<file path="src/rtl/riscv_ctrl_pkg.sv">
// rtl/riscv_ctrl_pkg.sv - shared states, opcodes and datapath select encodings for the multicycle controller
package riscv_ctrl_pkg;

    typedef enum logic [3:0] {
        S_FETCH    = 4'd0,
        S_DECODE   = 4'd1,
        S_MEMADR   = 4'd2,
        S_MEMREAD  = 4'd3,
        S_MEMWB    = 4'd4,
        S_MEMWRITE = 4'd5,
        S_EXECUTER = 4'd6,
        S_EXECUTEI = 4'd7,
        S_ALUWB    = 4'd8,
        S_BEQ      = 4'd9,
        S_JAL      = 4'd10,
        S_ILLEGAL  = 4'd11
    } state_t;

    localparam logic [6:0] OP_LOAD   = 7'd3;
    localparam logic [6:0] OP_ITYPE  = 7'd19;
    localparam logic [6:0] OP_STORE  = 7'd35;
    localparam logic [6:0] OP_RTYPE  = 7'd51;
    localparam logic [6:0] OP_BRANCH = 7'd99;
    localparam logic [6:0] OP_JAL    = 7'd111;

    localparam logic [1:0] IMM_I = 2'b00;
    localparam logic [1:0] IMM_S = 2'b01;
    localparam logic [1:0] IMM_B = 2'b10;
    localparam logic [1:0] IMM_J = 2'b11;

    localparam logic [1:0] RES_ALUOUT = 2'b00;
    localparam logic [1:0] RES_RDATA  = 2'b01;
    localparam logic [1:0] RES_ALURES = 2'b10;

    localparam logic [1:0] SRCA_PC    = 2'b00;
    localparam logic [1:0] SRCA_OLDPC = 2'b01;
    localparam logic [1:0] SRCA_RS1   = 2'b10;

    localparam logic [1:0] SRCB_RS2  = 2'b00;
    localparam logic [1:0] SRCB_IMM  = 2'b01;
    localparam logic [1:0] SRCB_FOUR = 2'b10;

    localparam logic [1:0] ALUOP_ADD   = 2'b00;
    localparam logic [1:0] ALUOP_SUB   = 2'b01;
    localparam logic [1:0] ALUOP_FUNCT = 2'b10;

    typedef struct packed {
        logic load;
        logic store;
        logic rtype;
        logic itype;
        logic branch;
        logic jal;
    } op_class_t;

endpackage

</file>
<file path="src/rtl/mc_instr_decoder.sv">
// rtl/mc_instr_decoder.sv - combinational opcode decode into immediate format and one-hot opcode class
module mc_instr_decoder
    import riscv_ctrl_pkg::*;
(
    input  logic [6:0] op,
    output logic [1:0] imm_src,
    output op_class_t  op_class
);

    always_comb begin
        imm_src  = IMM_I;
        op_class = '0;
        case (op)
            OP_LOAD: begin
                imm_src        = IMM_I;
                op_class.load  = 1'b1;
            end
            OP_STORE: begin
                imm_src        = IMM_S;
                op_class.store = 1'b1;
            end
            OP_RTYPE: begin
                op_class.rtype = 1'b1;
            end
            OP_ITYPE: begin
                imm_src        = IMM_I;
                op_class.itype = 1'b1;
            end
            OP_BRANCH: begin
                imm_src         = IMM_B;
                op_class.branch = 1'b1;
            end
            OP_JAL: begin
                imm_src      = IMM_J;
                op_class.jal = 1'b1;
            end
            default: begin
                imm_src  = IMM_I;
                op_class = '0;
            end
        endcase
    end

endmodule

</file>
<file path="src/rtl/multicycle_controller.sv">
// rtl/multicycle_controller.sv - multicycle RV32I sequencing FSM with retire counter and sticky illegal flag
module multicycle_controller
    import riscv_ctrl_pkg::*;
(
    input  logic        clk,
    input  logic        reset,
    input  logic [6:0]  op,
    input  logic        zero,
    input  logic        mem_ready,
    output logic        pc_write,
    output logic        adr_src,
    output logic        mem_write,
    output logic        ir_write,
    output logic        reg_write,
    output logic [1:0]  result_src,
    output logic [1:0]  alu_src_a,
    output logic [1:0]  alu_src_b,
    output logic [1:0]  alu_op,
    output logic [1:0]  imm_src,
    output logic        instr_done,
    output logic        illegal,
    output logic [31:0] retired
);

    state_t    r_state;
    state_t    w_next_state;
    op_class_t w_class;
    logic [31:0] r_retired;
    logic        r_illegal;

    mc_instr_decoder u_decoder (
        .op       (op),
        .imm_src  (imm_src),
        .op_class (w_class)
    );

    always_ff @(posedge clk or posedge reset) begin
        if (reset) begin
            r_state <= S_FETCH;
        end else begin
            r_state <= w_next_state;
        end
    end

    // op is only consulted in DECODE and MEMADR; elsewhere it may be stale
    always_comb begin
        w_next_state = r_state;
        case (r_state)
            S_FETCH:    if (mem_ready) w_next_state = S_DECODE;
            S_DECODE: begin
                if (w_class.load || w_class.store) w_next_state = S_MEMADR;
                else if (w_class.rtype)            w_next_state = S_EXECUTER;
                else if (w_class.itype)            w_next_state = S_EXECUTEI;
                else if (w_class.branch)           w_next_state = S_BEQ;
                else if (w_class.jal)              w_next_state = S_JAL;
                else                               w_next_state = S_ILLEGAL;
            end
            S_MEMADR:   w_next_state = w_class.load ? S_MEMREAD : S_MEMWRITE;
            S_MEMREAD:  if (mem_ready) w_next_state = S_MEMWB;
            S_MEMWB:    w_next_state = S_FETCH;
            S_MEMWRITE: if (mem_ready) w_next_state = S_FETCH;
            S_EXECUTER: w_next_state = S_ALUWB;
            S_EXECUTEI: w_next_state = S_ALUWB;
            S_ALUWB:    w_next_state = S_FETCH;
            S_BEQ:      w_next_state = S_FETCH;
            S_JAL:      w_next_state = S_ALUWB;
            S_ILLEGAL:  w_next_state = S_ILLEGAL;
            default:    w_next_state = S_FETCH;
        endcase
    end

    always_comb begin
        pc_write   = 1'b0;
        adr_src    = 1'b0;
        mem_write  = 1'b0;
        ir_write   = 1'b0;
        reg_write  = 1'b0;
        result_src = RES_ALUOUT;
        alu_src_a  = SRCA_PC;
        alu_src_b  = SRCB_RS2;
        alu_op     = ALUOP_ADD;
        instr_done = 1'b0;
        case (r_state)
            S_FETCH: begin
                alu_src_b  = SRCB_FOUR;
                result_src = RES_ALURES;
                ir_write   = mem_ready;
                pc_write   = mem_ready;
            end
            S_DECODE: begin
                alu_src_a = SRCA_OLDPC;
                alu_src_b = SRCB_IMM;
            end
            S_MEMADR: begin
                alu_src_a = SRCA_RS1;
                alu_src_b = SRCB_IMM;
            end
            S_MEMREAD: begin
                adr_src = 1'b1;
            end
            S_MEMWB: begin
                result_src = RES_RDATA;
                reg_write  = 1'b1;
                instr_done = 1'b1;
            end
            S_MEMWRITE: begin
                adr_src    = 1'b1;
                mem_write  = 1'b1;
                instr_done = mem_ready;
            end
            S_EXECUTER: begin
                alu_src_a = SRCA_RS1;
                alu_op    = ALUOP_FUNCT;
            end
            S_EXECUTEI: begin
                alu_src_a = SRCA_RS1;
                alu_src_b = SRCB_IMM;
                alu_op    = ALUOP_FUNCT;
            end
            S_ALUWB: begin
                reg_write  = 1'b1;
                instr_done = 1'b1;
            end
            S_BEQ: begin
                alu_src_a  = SRCA_RS1;
                alu_op     = ALUOP_SUB;
                pc_write   = zero;
                instr_done = 1'b1;
            end
            S_JAL: begin
                alu_src_a = SRCA_OLDPC;
                alu_src_b = SRCB_FOUR;
                pc_write  = 1'b1;
            end
            default: begin
                pc_write = 1'b0;
            end
        endcase
        // Reset already forces FETCH; only the strobes need explicit masking
        if (reset) begin
            pc_write   = 1'b0;
            ir_write   = 1'b0;
            mem_write  = 1'b0;
            reg_write  = 1'b0;
            instr_done = 1'b0;
        end
    end

    always_ff @(posedge clk or posedge reset) begin
        if (reset) begin
            r_retired <= '0;
        end else if (instr_done) begin
            r_retired <= r_retired + 32'd1;
        end
    end

    always_ff @(posedge clk or posedge reset) begin
        if (reset) begin
            r_illegal <= 1'b0;
        end else if (w_next_state == S_ILLEGAL) begin
            r_illegal <= 1'b1;
        end
    end

    assign retired = r_retired;
    assign illegal = r_illegal;

endmodule
</file>
<file path="config.mk">
export PLATFORM = sky130hd
export DESIGN_NAME = multicycle_controller
export DESIGN_NICKNAME = d
export VERILOG_FILES = /design/src/rtl/riscv_ctrl_pkg.sv /design/src/rtl/mc_instr_decoder.sv /design/src/rtl/multicycle_controller.sv
export SDC_FILE = /design/constraint.sdc
export NUM_CORES = 1
export LEC_CHECK = 0
export ABC_AREA = 1
export BUFFER_PORTS_ARGS = -buffer_cell sky130_fd_sc_hd__buf_2
export CORE_AREA = 5 5 110 60
export CTS_CLUSTER_SIZE = 20
export DETAILED_ROUTE_END_ITERATION = 8
export DIE_AREA = 0 0 115 65
export GPL_TIMING_DRIVEN = 0
export HOLD_SLACK_MARGIN = 0.06
export PLACE_DENSITY = 0.73
export SETUP_SLACK_MARGIN = 0.4
export SLEW_MARGIN = 25
export SYNTH_ARGS = -nofsm -noshare
export SYNTH_HDL_FRONTEND = slang
export SYNTH_HIERARCHICAL = 1
export SYNTH_SLANG_ARGS = --single-unit
</file>
<file path="constraint.sdc">
create_clock -name clk -period 1.9 [get_ports clk]
set_input_delay 0.19 -clock clk [delete_from_list [all_inputs] [get_ports clk]]
set_output_delay 0.19 -clock clk [all_outputs]
set_load 0.005 [all_outputs]
</file>
==> insert_results.sql <==
INSERT INTO impl_metrics (metric_group, metric, value, unit) VALUES
('outcome', 'result_of_the_run', 'finished, final reports clean', ''),
('floorplan', 'floorplan.die.width', '115', 'um'),
('clocking', 'clock_sinks', '37', ''),
('yosys', 'synth_area', '2670', 'um2'),
('drt', 'antenna_violating_nets_post_route', '0', ''),
('timing', 'max_freq', '584', 'MHz'),
('timing', 'period_needed', '1.71', 'ns'),
('clocking', 'cts_root_buffer', 'sky130_fd_sc_hd__clkbuf_8', ''),
('drt', 'drt_wl_total', '9500', 'um'),
('setup_path', 'cp_data_arrival_time', '1.89', 'ns'),
('finish', 'syn_to_final_growth', '38.9', '%'),
('clocking', 'cts_buffers', '5', ''),
('yosys', 'synth_warnings', '6', ''),
('yosys', 'syn-instance-count', '438', ''),
('timing', 'clock-skew-final', '0.00488', 'ns'),
('grt', 'grt_antenna_before_repair', '0', ''),
('drt', 'wl_per_cell', '15.4', 'um'),
('grt', 'grt_util_all_layers', '0.231', ''),
('setup_path', 'reg2reg_slack', '0.19', 'ns'),
('drt', 'post-route-drc-count', '0', ''),
('drt', 'avgViaCountPerCell', '5.20', ''),
('setup_path', 'crit_end_category', 'register', ''),
('pwr', 'peakVddDrop', '495', 'uV'),
('timing', 'period_share', '0.901', ''),
('setup_path', 'cp-start-kind', 'register', ''),
('floorplan', 'height_of_the_die', '65', 'um'),
('yosys', 'yosys_register_bits', '37', ''),
('placed_design', 'dp.cells', '574', ''),
('yosys', 'synth.net_count', '450', ''),
('clocking', 'cts_htree_levels', '2', ''),
('floorplan', 'num_rows', '20', ''),
('setup_path', 'worstSetupPathType', 'reg2reg', ''),
('grt', 'grt_pass1_wl', '13300', 'um'),
('finish', 'post_route_cells_drive_above_1_share', '0.291', ''),
('timing', 'tightestPinTransition', '0.483', 'ns'),
('drt', 'initialDrtViolationCount', '336', ''),
('drt', 'firstDrtPassIters', '5', ''),
('setup_path', 'timing.critical_path.fanout_max', '6', ''),
('pwr', 'power.density_cell_area', '869', 'nW/um2'),
('setup_path', 'regToRegStartpoint', 'r_state[1]', ''),
('yosys', 'synth_seq_area_share', '0.347', ''),
('yosys', 'syn_avg_cell_area', '6.10', 'um2'),
('timing', 'relSlewSlack', '0.677', ''),
('clocking', 'ctsLongestPathBuffers', '2', ''),
('worst_hold_path', 'hold_path_class', 'in2async', ''),
('setup_path', 'r2r_end', 'retired[4]', ''),
('floorplan', 'fp.dieArea', '7480', 'um2'),
('grt', 'globalRouteOverflowTotal', '0', ''),
('finish', 'most_frequent_standard_cell_in_the_layout_excluding_fill_and_tap_cells', 'sky130_fd_sc_hd__nand2_1', ''),
('placed_design', 'routabilityCongestion', '0.965', ''),
('drt', 'vias', '3203', ''),
('setup_path', 'worst-endpoint-required', '2.08', 'ns'),
('floorplan', 'pin_count', '60', ''),
('grt', 'grt_start_max_net_pins', '20', ''),
('timing', 'finalHoldWorstSlack', '0.139', 'ns'),
('floorplan', 'core', '5710', 'um2'),
('finish', 'final_cells', '616', ''),
('finish', 'leading_cell_types_in_the_layout_fill_and_taps_excluded', 'sky130_fd_sc_hd__nand2_1, sky130_fd_sc_hd__buf_2, sky130_fd_sc_hd__nor2_1', ''),
('clocking', 'tritoncts_clock_tree', 'built', ''),
('timing', 'drv_slew', '0', ''),
('placed_design', 'dpl.hpwl', '6130', 'um'),
('timing', 'grt_setup_unrepaired', 'true', ''),
('timing', 'setup-violations-final', '0', ''),
('setup_path', 'crit_path_start', 'r_state[1]', ''),
('placed_design', 'buffer_ports.inserted', '59', ''),
('floorplan', 'start_util', '0.468', ''),
('timing', 'finalHoldViolCount', '0', ''),
('run', 'max_cap_viol', '0', ''),
('pwr', 'total_leakage_power', '0.00200', 'uW'),
('yosys', 'synth_cell_type_count', '23', ''),
('finish', 'final_nets', '550', ''),
('setup_path', 'ff2ff_path_depth', '12', ''),
('grt', 'grt_pass1_vias', '2679', ''),
('clocking', 'clock_insertion_delay_worst_skew', '0.29', 'ns'),
('finish', 'insertedDiodeCount', '0', ''),
('clocking', 'clkTransAtPathRegs', '0.08', 'ns');
==> flip-flops by register name, indices dropped and copies added (netlist names) <==
register	flops
r_state	4
illegal	1
retired	32
==> synth_stat cells <==
master	instances	share of area
sky130_fd_sc_hd__inv_2	6	0.0084
sky130_fd_sc_hd__nand2_4	1	0.0042
sky130_fd_sc_hd__o21ai_0	8	0.015
sky130_fd_sc_hd__inv_6	1	0.0033
sky130_fd_sc_hd__a211oi_1	1	0.0028
sky130_fd_sc_hd__nand3b_1	11	0.031
sky130_fd_sc_hd__nand2_1	198	0.28
sky130_fd_sc_hd__buf_6	4	0.017
sky130_fd_sc_hd__nor3_1	1	0.0019
sky130_fd_sc_hd__xor2_1	7	0.023
sky130_fd_sc_hd__o221ai_1	1	0.0033
sky130_fd_sc_hd__nand2_2	6	0.014
sky130_fd_sc_hd__a31oi_1	1	0.0023
sky130_fd_sc_hd__buf_4	1	0.0028
sky130_fd_sc_hd__inv_1	49	0.069
sky130_fd_sc_hd__nor2_4	3	0.013
sky130_fd_sc_hd__a21oi_1	4	0.0075
sky130_fd_sc_hd__nor2_2	4	0.0094
sky130_fd_sc_hd__nor2_1	69	0.097
sky130_fd_sc_hd__ha_1	1	0.0047
sky130_fd_sc_hd__dfrtp_1	37	0.35
sky130_fd_sc_hd__nand3_1	23	0.043
sky130_fd_sc_hd__o211ai_1	1	0.0028
==> where the power goes <==
| part | switching (uW) | internal (uW) | leakage, uW |
|---|---|---|---|
| registers | 103 | 867 | 0.000500 |
| logic | 901 | 801 | 0.00146 |
| clock network | 296 | 255 | 0.0000450 |
| total | 1300 | 1920 | 0.00200 |
==> per-layer routing <==
layer	vias up	routed length [um]	global-route usage
met5	-	0	0
met2	175	3790	0.326
li1	1531	-	-
met4	0	201	0.0322
met3	23	1040	0.0448
met1	1474	4470	0.365
==> repair_timing <==
action	4_1_cts	5_1_grt
pin swaps	8	8
hold buffers	1	1
buffers inserted	12	13
resized for setup	32	30
cloned	1	6
endpoints found under the hold margin	18	19
setup endpoints to repair	40	46
==> metrics by stage <==
stage	cell area, um2	power [uW]	setup slack (ns)	util	setup TNS (ns)
finish	3710	3220	0.188	0.650	0
global route	3710	3420	0.142	0.650	0
CTS	3350	2690	0.261	0.587	0
detailed placement	3070	1910	-0.263	0.537	-5.79
global placement	3070	1890	-0.237	0.537	-4.72
floorplan	2670	1570	0.405	-	0
==> final cells by class <==
class | count | area, um2
inverter | 56 | 226
sequential | 37 | 927
multi-input combinational | 340 | 1600
buffer | 5 | 75.1
timing repair inverter | 1 | 7.51
fill | 508 | 2000
timing repair buffer | 92 | 698
clock inverter | 2 | 10.0
tap | 77 | 96.3
clock buffer | 6 | 72.6
==> kinds of logic after synthesis <==
group / after synthesis / share of synthesized area
AO/OA/AOI/OAI: 16 / 0.0337
buffers and inverters: 61 / 0.100
adder cells (fa/ha/maj): 1 / 0.00469
AND/OR/NAND/NOR: 316 / 0.492
XOR/XNOR: 7 / 0.0230
flip-flops: 37 / 0.347
==> worst max-delay path by stage <==
| stage | endpoint | slack, ns |
|---|---|---|
| after detailed placement | instr_done | -0.26 |
| after CTS | instr_done | 0.26 |
| after floorplan | retired[9] | 0.40 |
| final | retired[4] | 0.19 |
| after global placement | instr_done | -0.24 |
| after global routing | retired[4] | 0.14 |
==> worst max-delay path, stage by stage, from the launching register on <==
cell	delay, ns
sky130_fd_sc_hd__dfrtp_1	0.38
sky130_fd_sc_hd__buf_4	0.13
sky130_fd_sc_hd__buf_6	0.11
sky130_fd_sc_hd__nor2_4	0.03
sky130_fd_sc_hd__nor2_2	0.12
sky130_fd_sc_hd__nand2_2	0.08
sky130_fd_sc_hd__nand2_4	0.11
sky130_fd_sc_hd__inv_8	0.04
sky130_fd_sc_hd__buf_4	0.15
sky130_fd_sc_hd__buf_12	0.15
sky130_fd_sc_hd__clkbuf_16	0.15
sky130_fd_sc_hd__nand3b_1	0.10
sky130_fd_sc_hd__nand2_1	0.05
Note: power is estimated with default switching activity, not from simulation.
